<file path="src/rtl/ptw_pkg.sv">
// ============================================================================
// ptw_pkg -- shared state encoding, PTE layout and TLB flag order for the walker
// Rev 1.0
// ============================================================================
`default_nettype none

package ptw_pkg;

  typedef enum logic [2:0] {
    ST_IDLE    = 3'd0,
    ST_L1_REQ  = 3'd1,
    ST_L1_WAIT = 3'd2,
    ST_L0_REQ  = 3'd3,
    ST_L0_WAIT = 3'd4,
    ST_FILL    = 3'd5,
    ST_FAULT   = 3'd6,
    ST_DRAIN   = 3'd7
  } ptw_state_e;

  localparam int C_PTE_V       = 0;
  localparam int C_PTE_R       = 1;
  localparam int C_PTE_W       = 2;
  localparam int C_PTE_X       = 3;
  localparam int C_PTE_U       = 4;
  localparam int C_PTE_G       = 5;
  localparam int C_PTE_PPN_LSB = 10;

  // Width of one VPN index segment (and of the superpage alignment field)
  localparam int C_VPN_SEG_W = 10;

  localparam logic [1:0] C_CAUSE_INVALID    = 2'd0;
  localparam logic [1:0] C_CAUSE_NONLEAF    = 2'd1;
  localparam logic [1:0] C_CAUSE_ACCESS     = 2'd2;
  localparam logic [1:0] C_CAUSE_MISALIGNED = 2'd3;

  localparam int C_FLAG_R = 0;
  localparam int C_FLAG_W = 1;
  localparam int C_FLAG_X = 2;
  localparam int C_FLAG_U = 3;

  function automatic logic [3:0] pte_flags(input logic [31:0] pte);
    logic [3:0] f;
    f           = '0;
    f[C_FLAG_R] = pte[C_PTE_R];
    f[C_FLAG_W] = pte[C_PTE_W];
    f[C_FLAG_X] = pte[C_PTE_X];
    f[C_FLAG_U] = pte[C_PTE_U];
    return f;
  endfunction

endpackage

`default_nettype wire

</file>
<file path="src/rtl/ptw_pte_decode.sv">
// ============================================================================
// ptw_pte_decode -- combinational classification and field extraction of a PTE
// Rev 1.0
// ============================================================================
`default_nettype none

module ptw_pte_decode
  import ptw_pkg::*;
#(
  parameter int PPN_WIDTH = 20
) (
  input  logic [31:0]          pte,
  output logic                 is_invalid,
  output logic                 is_leaf,
  output logic [3:0]           flags,
  output logic                 g,
  output logic [PPN_WIDTH-1:0] ppn
);

  logic w_unused_pte;

  // W without R is a reserved encoding and is treated like V=0
  assign is_invalid = !pte[C_PTE_V] || (pte[C_PTE_W] && !pte[C_PTE_R]);
  assign is_leaf    = pte[C_PTE_R] || pte[C_PTE_X];
  assign flags      = pte_flags(pte);
  assign g          = pte[C_PTE_G];
  assign ppn        = pte[PPN_WIDTH+C_PTE_PPN_LSB-1:C_PTE_PPN_LSB];

  generate
    if (PPN_WIDTH + C_PTE_PPN_LSB < 32) begin : g_pte_hi_spare
      assign w_unused_pte = ^{pte[31:PPN_WIDTH+C_PTE_PPN_LSB], pte[9:6]};
    end else begin : g_pte_hi_full
      assign w_unused_pte = ^pte[9:6];
    end
  endgenerate

endmodule

`default_nettype wire

</file>
<file path="src/rtl/ptw_walker.sv">
// ============================================================================
// ptw_walker -- two-level Sv32-style page-table walker producing TLB fills/faults
// Rev 1.0
// ============================================================================
`default_nettype none

module ptw_walker
  import ptw_pkg::*;
#(
  parameter int VPN_WIDTH  = 20,
  parameter int PPN_WIDTH  = 20,
  parameter int ASID_WIDTH = 8
) (
  input  logic                  clk,
  input  logic                  rst_n,
  input  logic                  miss_valid,
  output logic                  miss_ready,
  input  logic [VPN_WIDTH-1:0]  miss_vpn,
  input  logic [ASID_WIDTH-1:0] miss_asid,
  input  logic [PPN_WIDTH-1:0]  ptbr_ppn,
  input  logic                  flush,
  output logic                  mem_req_valid,
  input  logic                  mem_req_ready,
  output logic [PPN_WIDTH+11:0] mem_req_addr,
  input  logic                  mem_resp_valid,
  input  logic [31:0]           mem_resp_data,
  input  logic                  mem_resp_err,
  output logic                  tlb_write_en,
  output logic [VPN_WIDTH-1:0]  tlb_write_vpn,
  output logic [PPN_WIDTH-1:0]  tlb_write_ppn,
  output logic [ASID_WIDTH-1:0] tlb_write_asid,
  output logic [3:0]            tlb_write_flags,
  output logic                  tlb_write_global,
  output logic                  fault_valid,
  output logic [VPN_WIDTH-1:0]  fault_vpn,
  output logic [1:0]            fault_cause,
  output logic                  busy
);

  ptw_state_e            r_state;
  ptw_state_e            w_state_nxt;
  logic [VPN_WIDTH-1:0]  r_vpn;
  logic [ASID_WIDTH-1:0] r_asid;
  logic [PPN_WIDTH-1:0]  r_ptbr;
  logic [PPN_WIDTH-1:0]  r_ptr_ppn;
  logic                  r_l1_g;

  logic                  r_tlb_write_en;
  logic [VPN_WIDTH-1:0]  r_tlb_write_vpn;
  logic [PPN_WIDTH-1:0]  r_tlb_write_ppn;
  logic [ASID_WIDTH-1:0] r_tlb_write_asid;
  logic [3:0]            r_tlb_write_flags;
  logic                  r_tlb_write_global;
  logic                  r_fault_valid;
  logic [VPN_WIDTH-1:0]  r_fault_vpn;
  logic [1:0]            r_fault_cause;

  logic                  w_pte_invalid;
  logic                  w_pte_leaf;
  logic [3:0]            w_pte_flags;
  logic                  w_pte_g;
  logic [PPN_WIDTH-1:0]  w_pte_ppn;
  logic                  w_pte_misaligned;

  logic                  w_accept;
  logic                  w_latch_ptr;
  logic                  w_fill;
  logic                  w_fault;
  logic [1:0]            w_cause;
  logic [PPN_WIDTH-1:0]  w_fill_ppn;

  ptw_pte_decode #(
    .PPN_WIDTH (PPN_WIDTH)
  ) u_pte_decode (
    .pte        (mem_resp_data),
    .is_invalid (w_pte_invalid),
    .is_leaf    (w_pte_leaf),
    .flags      (w_pte_flags),
    .g          (w_pte_g),
    .ppn        (w_pte_ppn)
  );

  assign w_pte_misaligned = (w_pte_ppn[C_VPN_SEG_W-1:0] != '0);

  always_comb begin
    w_state_nxt = r_state;
    w_accept    = 1'b0;
    w_latch_ptr = 1'b0;
    w_fill      = 1'b0;
    w_fault     = 1'b0;
    w_cause     = C_CAUSE_INVALID;
    w_fill_ppn  = w_pte_ppn;

    case (r_state)
      ST_IDLE: begin
        if (miss_valid) begin
          w_accept    = 1'b1;
          w_state_nxt = ST_L1_REQ;
        end
      end

      ST_L1_REQ: begin
        if (flush)              w_state_nxt = ST_IDLE;
        else if (mem_req_ready) w_state_nxt = ST_L1_WAIT;
      end

      ST_L1_WAIT: begin
        // A response coinciding with the flush retires the request outright
        if (flush) begin
          w_state_nxt = mem_resp_valid ? ST_IDLE : ST_DRAIN;
        end else if (mem_resp_valid) begin
          if (mem_resp_err) begin
            w_fault = 1'b1;
            w_cause = C_CAUSE_ACCESS;
          end else if (w_pte_invalid) begin
            w_fault = 1'b1;
            w_cause = C_CAUSE_INVALID;
          end else if (w_pte_leaf) begin
            if (w_pte_misaligned) begin
              w_fault = 1'b1;
              w_cause = C_CAUSE_MISALIGNED;
            end else begin
              w_fill     = 1'b1;
              w_fill_ppn = {w_pte_ppn[PPN_WIDTH-1:C_VPN_SEG_W], r_vpn[C_VPN_SEG_W-1:0]};
            end
          end else begin
            w_latch_ptr = 1'b1;
            w_state_nxt = ST_L0_REQ;
          end
        end
      end

      ST_L0_REQ: begin
        if (flush)              w_state_nxt = ST_IDLE;
        else if (mem_req_ready) w_state_nxt = ST_L0_WAIT;
      end

      ST_L0_WAIT: begin
        if (flush) begin
          w_state_nxt = mem_resp_valid ? ST_IDLE : ST_DRAIN;
        end else if (mem_resp_valid) begin
          w_fault = 1'b1;
          if (mem_resp_err)       w_cause = C_CAUSE_ACCESS;
          else if (w_pte_invalid) w_cause = C_CAUSE_INVALID;
          else if (!w_pte_leaf)   w_cause = C_CAUSE_NONLEAF;
          else begin
            w_fault = 1'b0;
            w_fill  = 1'b1;
          end
        end
      end

      ST_FILL:  w_state_nxt = ST_IDLE;
      ST_FAULT: w_state_nxt = ST_IDLE;

      ST_DRAIN: begin
        if (mem_resp_valid) w_state_nxt = ST_IDLE;
      end

      default: w_state_nxt = ST_IDLE;
    endcase

    if (w_fill)  w_state_nxt = ST_FILL;
    if (w_fault) w_state_nxt = ST_FAULT;
  end

  always_ff @(posedge clk or negedge rst_n) begin
    if (!rst_n) begin
      r_state            <= ST_IDLE;
      r_vpn              <= '0;
      r_asid             <= '0;
      r_ptbr             <= '0;
      r_ptr_ppn          <= '0;
      r_l1_g             <= 1'b0;
      r_tlb_write_en     <= 1'b0;
      r_tlb_write_vpn    <= '0;
      r_tlb_write_ppn    <= '0;
      r_tlb_write_asid   <= '0;
      r_tlb_write_flags  <= '0;
      r_tlb_write_global <= 1'b0;
      r_fault_valid      <= 1'b0;
      r_fault_vpn        <= '0;
      r_fault_cause      <= '0;
    end else begin
      r_state        <= w_state_nxt;
      r_tlb_write_en <= w_fill;
      r_fault_valid  <= w_fault;

      if (w_accept) begin
        r_vpn  <= miss_vpn;
        r_asid <= miss_asid;
        r_ptbr <= ptbr_ppn;
        r_l1_g <= 1'b0;
      end

      if (w_latch_ptr) begin
        r_ptr_ppn <= w_pte_ppn;
        r_l1_g    <= w_pte_g;
      end

      if (w_fill) begin
        r_tlb_write_vpn    <= r_vpn;
        r_tlb_write_ppn    <= w_fill_ppn;
        r_tlb_write_asid   <= r_asid;
        r_tlb_write_flags  <= w_pte_flags;
        r_tlb_write_global <= w_pte_g | r_l1_g;
      end

      if (w_fault) begin
        r_fault_vpn   <= r_vpn;
        r_fault_cause <= w_cause;
      end
    end
  end

  // Flush withdraws a pending request in the same cycle it is raised
  assign mem_req_valid = ((r_state == ST_L1_REQ) || (r_state == ST_L0_REQ)) && !flush;
  assign mem_req_addr  = (r_state == ST_L0_REQ)
                       ? {r_ptr_ppn, r_vpn[C_VPN_SEG_W-1:0], 2'b00}
                       : {r_ptbr, r_vpn[VPN_WIDTH-1:C_VPN_SEG_W], 2'b00};

  assign miss_ready       = (r_state == ST_IDLE);
  assign busy             = (r_state != ST_IDLE);
  assign tlb_write_en     = r_tlb_write_en;
  assign tlb_write_vpn    = r_tlb_write_vpn;
  assign tlb_write_ppn    = r_tlb_write_ppn;
  assign tlb_write_asid   = r_tlb_write_asid;
  assign tlb_write_flags  = r_tlb_write_flags;
  assign tlb_write_global = r_tlb_write_global;
  assign fault_valid      = r_fault_valid;
  assign fault_vpn        = r_fault_vpn;
  assign fault_cause      = r_fault_cause;

endmodule

`default_nettype wire

</file>
<file path="config.mk">
export PLATFORM = sky130hd
export DESIGN_NAME = ptw_walker
export DESIGN_NICKNAME = d
export VERILOG_FILES = /design/src/rtl/ptw_pkg.sv /design/src/rtl/ptw_pte_decode.sv /design/src/rtl/ptw_walker.sv
export SDC_FILE = /design/constraint.sdc
export NUM_CORES = 1
export LEC_CHECK = 0
export ABC_AREA = 1
export ABC_CLOCK_PERIOD_IN_PS = 2450
export BUFFER_PORTS_ARGS = -buffer_cell sky130_fd_sc_hd__buf_2
export CAP_MARGIN = 20
export CORE_UTILIZATION = 55
export CTS_BUF_LIST = sky130_fd_sc_hd__clkbuf_4 sky130_fd_sc_hd__clkbuf_8 sky130_fd_sc_hd__clkbuf_16
export DETAILED_ROUTE_END_ITERATION = 6
export GPL_TIMING_DRIVEN = 0
export PLACE_DENSITY = 0.89
export SKIP_CTS_REPAIR_TIMING = 1
export SLEW_MARGIN = 20
export SYNTH_ARGS = -nofsm -noshare
export SYNTH_HDL_FRONTEND = slang
export SYNTH_SLANG_ARGS = --single-unit
</file>
<file path="constraint.sdc">
create_clock -name clk -period 2.45 [get_ports clk]
set_input_delay 0.3675 -clock clk [delete_from_list [all_inputs] [get_ports clk]]
set_output_delay 0.3675 -clock clk [all_outputs]
set_load 0.1 [all_outputs]
</file>
==> results.py, run 1 <==
metrics = {
    "status": {
        "status": "finished clean",
    },
    "drt": {
        "routed_wl_um": 17800,
        "ant_nets": 0,
        "drc": 0,
        "drt-pass1-iter-count": 7,
        "vias": 5401,
        "post_drt_wl_per_cell_um": 17.7,
        "viasPerCell": 5.36,
        "drt_iter0_drc": 324,
    },
    "timing": {
        "fmax_mhz": 419,
        "min_period_ps": 2390,
        "clock_skew_ps": 8.22,
        "max_slew.worst_pin.slew_ps": 677,
        "slew_viol_final": 0,
        "setup_viol": 0,
        "whs_ps": 160,
        "finalCritPeriodShare": 0.975,
        "finalHoldViolCount": 0,
        "max-slew-margin-rel": 0.549,
        "rsz0062_at_grt": "yes",
    },
    "critical_path": {
        "crit_arrival_ps": 2020,
        "cp-start-kind": "flip-flop",
        "r2r_slack_ps": 620,
        "path_max_fanout": 10,
        "crit_type": "reg2out",
        "critPathRequiredTime_ps": 2080,
        "r2r_start": "r_state[1]$_DFFE_PN0P_",
        "worstRegToRegCells": 8,
        "r2r_end": "tlb_write_vpn[15]$_DFFE_PN0P_",
        "crit_path_end_kind": "output port",
    },
    "synth": {
        "synth_top_area_frac": 0.591,
        "synth.area.top_cells": "dfrtp_1, nand2_1, mux2_2",
        "ys_types": 27,
        "syn-cell-area_um2": 6310,
        "synthCells": 644,
        "syn_avg_cell_area_um2": 9.80,
        "ys_seq_elements": 149,
        "synth_top_area_cell": "dfrtp_1",
        "synth_ff_type": "dfrtp_1",
        "synth_async_sr_flop_share": 1.00,
        "synth_edf_count": 0,
        "yosysWarnings": 0,
        "seq_area_frac_synth": 0.591,
    },
    "min_path": {
        "hp-class": "in2reg",
        "holdPathEnd": "tlb_write_flags[3]$_DFFE_PN0P_",
        "min_from": "mem_resp_data[4]",
        "hold_depth": 3,
    },
    "grt": {
        "grt_pass1_wl_um": 27000,
        "grt_max_degree": 80,
        "overflow": 0,
        "grt_pass1_vias": 5288,
        "antenna_found_initial": 0,
        "grt.total_usage": 0.311,
    },
    "die": {
        "row_count": 38,
        "fp.dieArea_um2": 11900,
        "core_um2": 11000,
        "pin_count": 199,
        "dieWidth_um": 109,
        "start_util": 0.572,
        "die_y_um": 109,
    },
    "clocking": {
        "cts_made_buffers": 17,
        "clockBufferDepth": 2,
        "cts-root-buf": "clkbuf_16",
        "cts_num_sinks": 149,
        "cts_tree": "built",
        "cts.reportedPaths.clkPinSlew_ps": 60,
        "insertion_delay_ps": 430,
        "htree_num_levels": 4,
    },
    "flow_run": {
        "max-cap-violations": 0,
    },
    "cells_and_area": {
        "fill_cells": 784,
        "layout.nets": 943,
        "seq_area_um2": 3730,
        "utilization": 0.746,
        "antenna_cells": 0,
        "area_delta_synth_final_pct": 30.3,
        "drive_gt1_frac": 0.377,
        "multi_input_area_um2": 2220,
    },
    "placed_design": {
        "dp_hpwl_um": 12400,
        "numPortBuffers": 190,
        "place.gp.congestion": 0.859,
    },
}
==> critical path, cell delays in order (launching register included) <==
cell      delay [ps]
dfrtp_1          440
nand2_1           80
inv_1             60
nand2_2          170
buf_4            220
mux2_2           340
clkbuf_4         280
==> kinds of logic (layout without fill, tap and decap cells) <==
family,Yosys count,in the layout,share of synthesized area
flip-flops,149,149,0.591
AO/OA/AOI/OAI,120,120,0.0960
AND/OR/NAND/NOR,235,235,0.157
multiplexers,52,52,0.0928
other,1,2,0.000594
buffers and inverters,87,310,0.0625
==> layout make-up <==
type,count,area share
tap,140,0.0213
timing repair buffer,192,0.131
buffer,33,0.0242
inverter,54,0.0251
clock buffer,23,0.0610
sequential,149,0.453
multi-input combinational,409,0.270
clock inverter,8,0.0148
==> cell usage in the layout (no fill, tap or decap), types with 2 or more instances in the layout <==
| cell | instances |
|---|---|
| nand2_2 | 6 |
| bufinv_16 | 3 |
| mux2_1 | 2 |
| nand3_2 | 2 |
| nand3_1 | 14 |
| clkbuf_8 | 5 |
| o21ai_1 | 64 |
| nor2_4 | 3 |
| nor2_1 | 37 |
| o21ai_0 | 21 |
| clkinv_2 | 3 |
| clkbuf_16 | 17 |
| buf_4 | 36 |
| clkinv_1 | 2 |
| clkbuf_2 | 2 |
| inv_2 | 3 |
| nor2_2 | 2 |
| a21oi_2 | 3 |
| buf_2 | 172 |
| o21ai_2 | 3 |
| clkbuf_1 | 5 |
| clkinvlp_4 | 2 |
| buf_6 | 2 |
| o211ai_1 | 2 |
| dfrtp_1 | 149 |
| mux2_2 | 50 |
| conb_1 | 2 |
| nand2_1 | 166 |
| inv_1 | 48 |
| clkbuf_4 | 6 |
| a21oi_1 | 27 |
==> cell usage after synthesis, types with 4 or more instances <==
| library cell | instances |
|---|---|
| dfrtp_1 | 149 |
| inv_1 | 49 |
| o21ai_1 | 59 |
| nand3_1 | 14 |
| buf_2 | 15 |
| mux2_2 | 50 |
| clkbuf_1 | 7 |
| nand2_2 | 4 |
| a21oi_1 | 30 |
| nor2_1 | 37 |
| nand2_1 | 168 |
| o21ai_0 | 29 |
| buf_4 | 9 |
==> worst max path at each step <==
stage	endpoint	cells after the start	startpoint	slack, ps
global route	mem_req_addr[11]	6	r_state[1]$_DFFE_PN0P_	-10
detailed placement	mem_req_addr[11]	7	r_state[1]$_DFFE_PN0P_	210
floorplan	mem_req_addr[6]	5	r_state[1]$_DFFE_PN0P_	-200
finish	mem_req_addr[24]	6	r_state[1]$_DFFE_PN0P_	60
global placement	fault_vpn[12]$_DFFE_PN0P_	1	rst_n	-1080
CTS	mem_req_addr[2]	7	r_state[1]$_DFFE_PN0P_	-270
==> state kept, by name (all words and copies together), names as in the netlist <==
name and count:
r_asid 8, r_ptbr 20, tlb_write_en 1, tlb_write_ppn 20, r_state 3, tlb_write_flags 4
r_vpn 20, tlb_write_vpn 20, r_ptr_ppn 20, fault_valid 1, tlb_write_asid 8, r_l1_g 1
fault_vpn 20, tlb_write_global 1, fault_cause 2
==> metrics by stage <==
stage / cell area (um2) / setup WS [ps] / std cells / TNS, ps
floorplan: 6340 / -199 / 645 / -914
global placement: 7470 / -1080 / 975 / -159210
detailed placement: 7510 / 206 / 976 / 0
CTS: 8130 / -267 / 1007 / -5340
global route: 8220 / -13.1 / 1008 / -46.1
finish: 8220 / 61.7 / 1008 / 0
==> per-layer routing <==
layer	share of wire	wire length, um	track usage
met4	0.021	374	0.121
met1	0.41	7280	0.385
met5	0	0	0
met3	0.080	1430	0.0956
met2	0.49	8720	0.509
Power of run 1 is not shown: default switching activity piles up to over one toggle a cycle in this logic, so the estimate is an artifact.
==> run 2, diff against run 1 <==
--- a/config.mk
+++ b/config.mk
@@ -6,14 +6,15 @@
 export NUM_CORES = 1
 export LEC_CHECK = 0
 export ABC_AREA = 1
-export ABC_CLOCK_PERIOD_IN_PS = 2450
+export ABC_CLOCK_PERIOD_IN_PS = 1900
 export BUFFER_PORTS_ARGS = -buffer_cell sky130_fd_sc_hd__buf_2
 export CAP_MARGIN = 20
-export CORE_UTILIZATION = 55
+export CORE_UTILIZATION = 46
 export CTS_BUF_LIST = sky130_fd_sc_hd__clkbuf_4 sky130_fd_sc_hd__clkbuf_8 sky130_fd_sc_hd__clkbuf_16
 export DETAILED_ROUTE_END_ITERATION = 6
 export GPL_TIMING_DRIVEN = 0
-export PLACE_DENSITY = 0.89
+export PLACE_DENSITY = 0.8
+export SETUP_SLACK_MARGIN = 0.2
 export SKIP_CTS_REPAIR_TIMING = 1
 export SLEW_MARGIN = 20
 export SYNTH_ARGS = -nofsm -noshare
==> constraint.sdc (replaced) <==
create_clock -name clk -period 1.9 [get_ports clk]
set_input_delay 0.285 -clock clk [delete_from_list [all_inputs] [get_ports clk]]
set_output_delay 0.285 -clock clk [all_outputs]
set_load 0.1 [all_outputs]
==> run 2 against run 1 <==
  * The run now ends with negative setup slack left
  * Hold slack got worse by 84 ps
  * Highest routed layer unchanged
  * First-iteration DRC count increased by 12%
  * Die area increased by 19%
  * Critical path type unchanged
  * Core utilization decreased by 6.1 points
==> results.py, run 2 (same netlist as run 1, synthesis figures left out) <==
metrics = {
    "timing": {
        "min_period_ps": 2040,
        "finalHoldViolCount": 0,
        "finalCritPeriodShare": 1.07,
        "rsz0062_at_grt": "yes",
        "max_slew.worst_pin.slew_ps": 555,
        "setup_ws_ps": -136,
        "clock_skew_ps": 7.62,
        "setup_viol": 31,
        "slew_viol_final": 0,
        "setup-tns-final_ps": -2990,
        "max-slew-margin-rel": 0.630,
        "whs_ps": 75.6,
        "fmax_mhz": 491,
    },
    "critical_path": {
        "worstRegToRegCells": 11,
        "critPathMaxStageDelay_ps": 410,
        "critPathRequiredTime_ps": 1620,
        "cp-start-kind": "flip-flop",
        "crit_arrival_ps": 1750,
        "cpMaxStageDelayCell": "dfrtp_2",
        "crit_type": "reg2out",
        "crit_chain": "nand2_2 > inv_4 > nand2_8 > clkbuf_16 > mux2_4 > buf_12",
        "crit_path_end_kind": "output port",
        "path_max_fanout": 5,
    },
    "cells_and_area": {
        "final_common_cell": "nand2_1",
        "drive_gt1_frac": 0.416,
        "antenna_cells": 0,
        "layout_common_cells": "nand2_1, buf_2, dfrtp_1",
        "fill_cells": 1027,
        "layout.nets": 953,
        "area_delta_synth_final_pct": 44.3,
        "utilization": 0.685,
        "seq_area_um2": 3730,
        "multi_input_area_um2": 2490,
    },
    "drt": {
        "ant_nets": 0,
        "routed_wl_um": 19200,
        "viasPerCell": 5.19,
        "drt_iter0_drc": 363,
        "drt-pass1-iter-count": 5,
        "post_drt_wl_per_cell_um": 18.2,
        "drc": 0,
        "vias": 5460,
    },
    "placed_design": {
        "place.gp.congestion": 0.828,
        "numPortBuffers": 190,
        "dp_hpwl_um": 12900,
    },
    "clocking": {
        "insertion_delay_ps": 430,
        "cts_num_sinks": 149,
        "cts_made_buffers": 17,
        "cts-root-buf": "clkbuf_16",
        "clockBufferDepth": 2,
        "htree_num_levels": 4,
        "cts.reportedPaths.clkPinSlew_ps": 60,
        "cts_tree": "built",
    },
    "min_path": {
        "hp-class": "in2reg",
        "hold_depth": 3,
    },
    "status": {
        "violations": "negative setup slack",
        "status": "complete, but fails checks",
    },
    "grt": {
        "grt_pass1_wl_um": 28000,
        "grt.total_usage": 0.262,
        "grt_pass1_vias": 5308,
        "grt_max_degree": 79,
        "overflow": 0,
        "antenna_found_initial": 0,
    },
    "die": {
        "row_count": 42,
        "dieWidth_um": 119,
        "core_um2": 13300,
        "fp.dieArea_um2": 14200,
        "start_util": 0.475,
        "die_y_um": 119,
        "pin_count": 199,
    },
    "flow_run": {
        "max-cap-violations": 0,
    },
}
## run 2: cell count changes in the layout (fill, tap and decap cells not counted), sizes merged
cell | previous run | this run
clkbuf | 35 | 28
bufinv | 3 | 2
nand2 | 173 | 174
clkinv | 6 | 8
buf | 212 | 225
clkinvlp | 2 | 3
## run 2: worst paths after layout
path,start,endpoint,slack [ps]
max,r_state[1]$_DFFE_PN0P_,mem_req_addr[22],-140
min,mem_resp_data[4],tlb_write_flags[3]$_DFFE_PN0P_,80
max reg2reg,r_state[0]$_DFFE_PN0P_,tlb_write_vpn[17]$_DFFE_PN0P_,40
min reg2reg,r_asid[2]$_DFFE_PN0P_,tlb_write_asid[2]$_DFFE_PN0P_,470
max in group asynchronous,rst_n,tlb_write_asid[2]$_DFFE_PN0P_,710
min in group asynchronous,rst_n,fault_vpn[16]$_DFFE_PN0P_,420
## run 2: stage by stage
step           instances  cell area [um2]  worst slack (ps)
3_5_place_dp        1012             7800              -183
3_3_place_gp        1011             7760             -1600
4_1_cts             1042             8360              -647
6_report            1053             9110              -136
2_1_floorplan        645             6590              -257
5_1_grt             1053             9110              -179
## run 2: per-layer routing
layer	GRT usage	up-vias	wire (um)	share of wire
met4	0.0815	0	395	0.021
li1	-	2526	-	-
met5	0	-	0	0
met1	0.331	2679	7680	0.40
met3	0.0872	30	1530	0.080
met2	0.425	225	9590	0.50
## run 2: layout make-up
type / instances / share of cell area
Buffer: 33 / 0.0353
Clock buffer: 20 / 0.0499
Clock inverter: 10 / 0.0120
Inverter: 54 / 0.0232
Multi-Input combinational cell: 410 / 0.273
Sequential cell: 149 / 0.410
Tap cell: 176 / 0.0242
Timing Repair Buffer: 201 / 0.172
## run 2: critical path, delay by kind of cell, from the launching register on
kind                   cells  cell delay [ps]
multiplexers               1              320
flip-flops                 1              410
AND/OR/NAND/NOR            2              200
buffers and inverters      3              390
Power of run 2 is left out for the same reason.
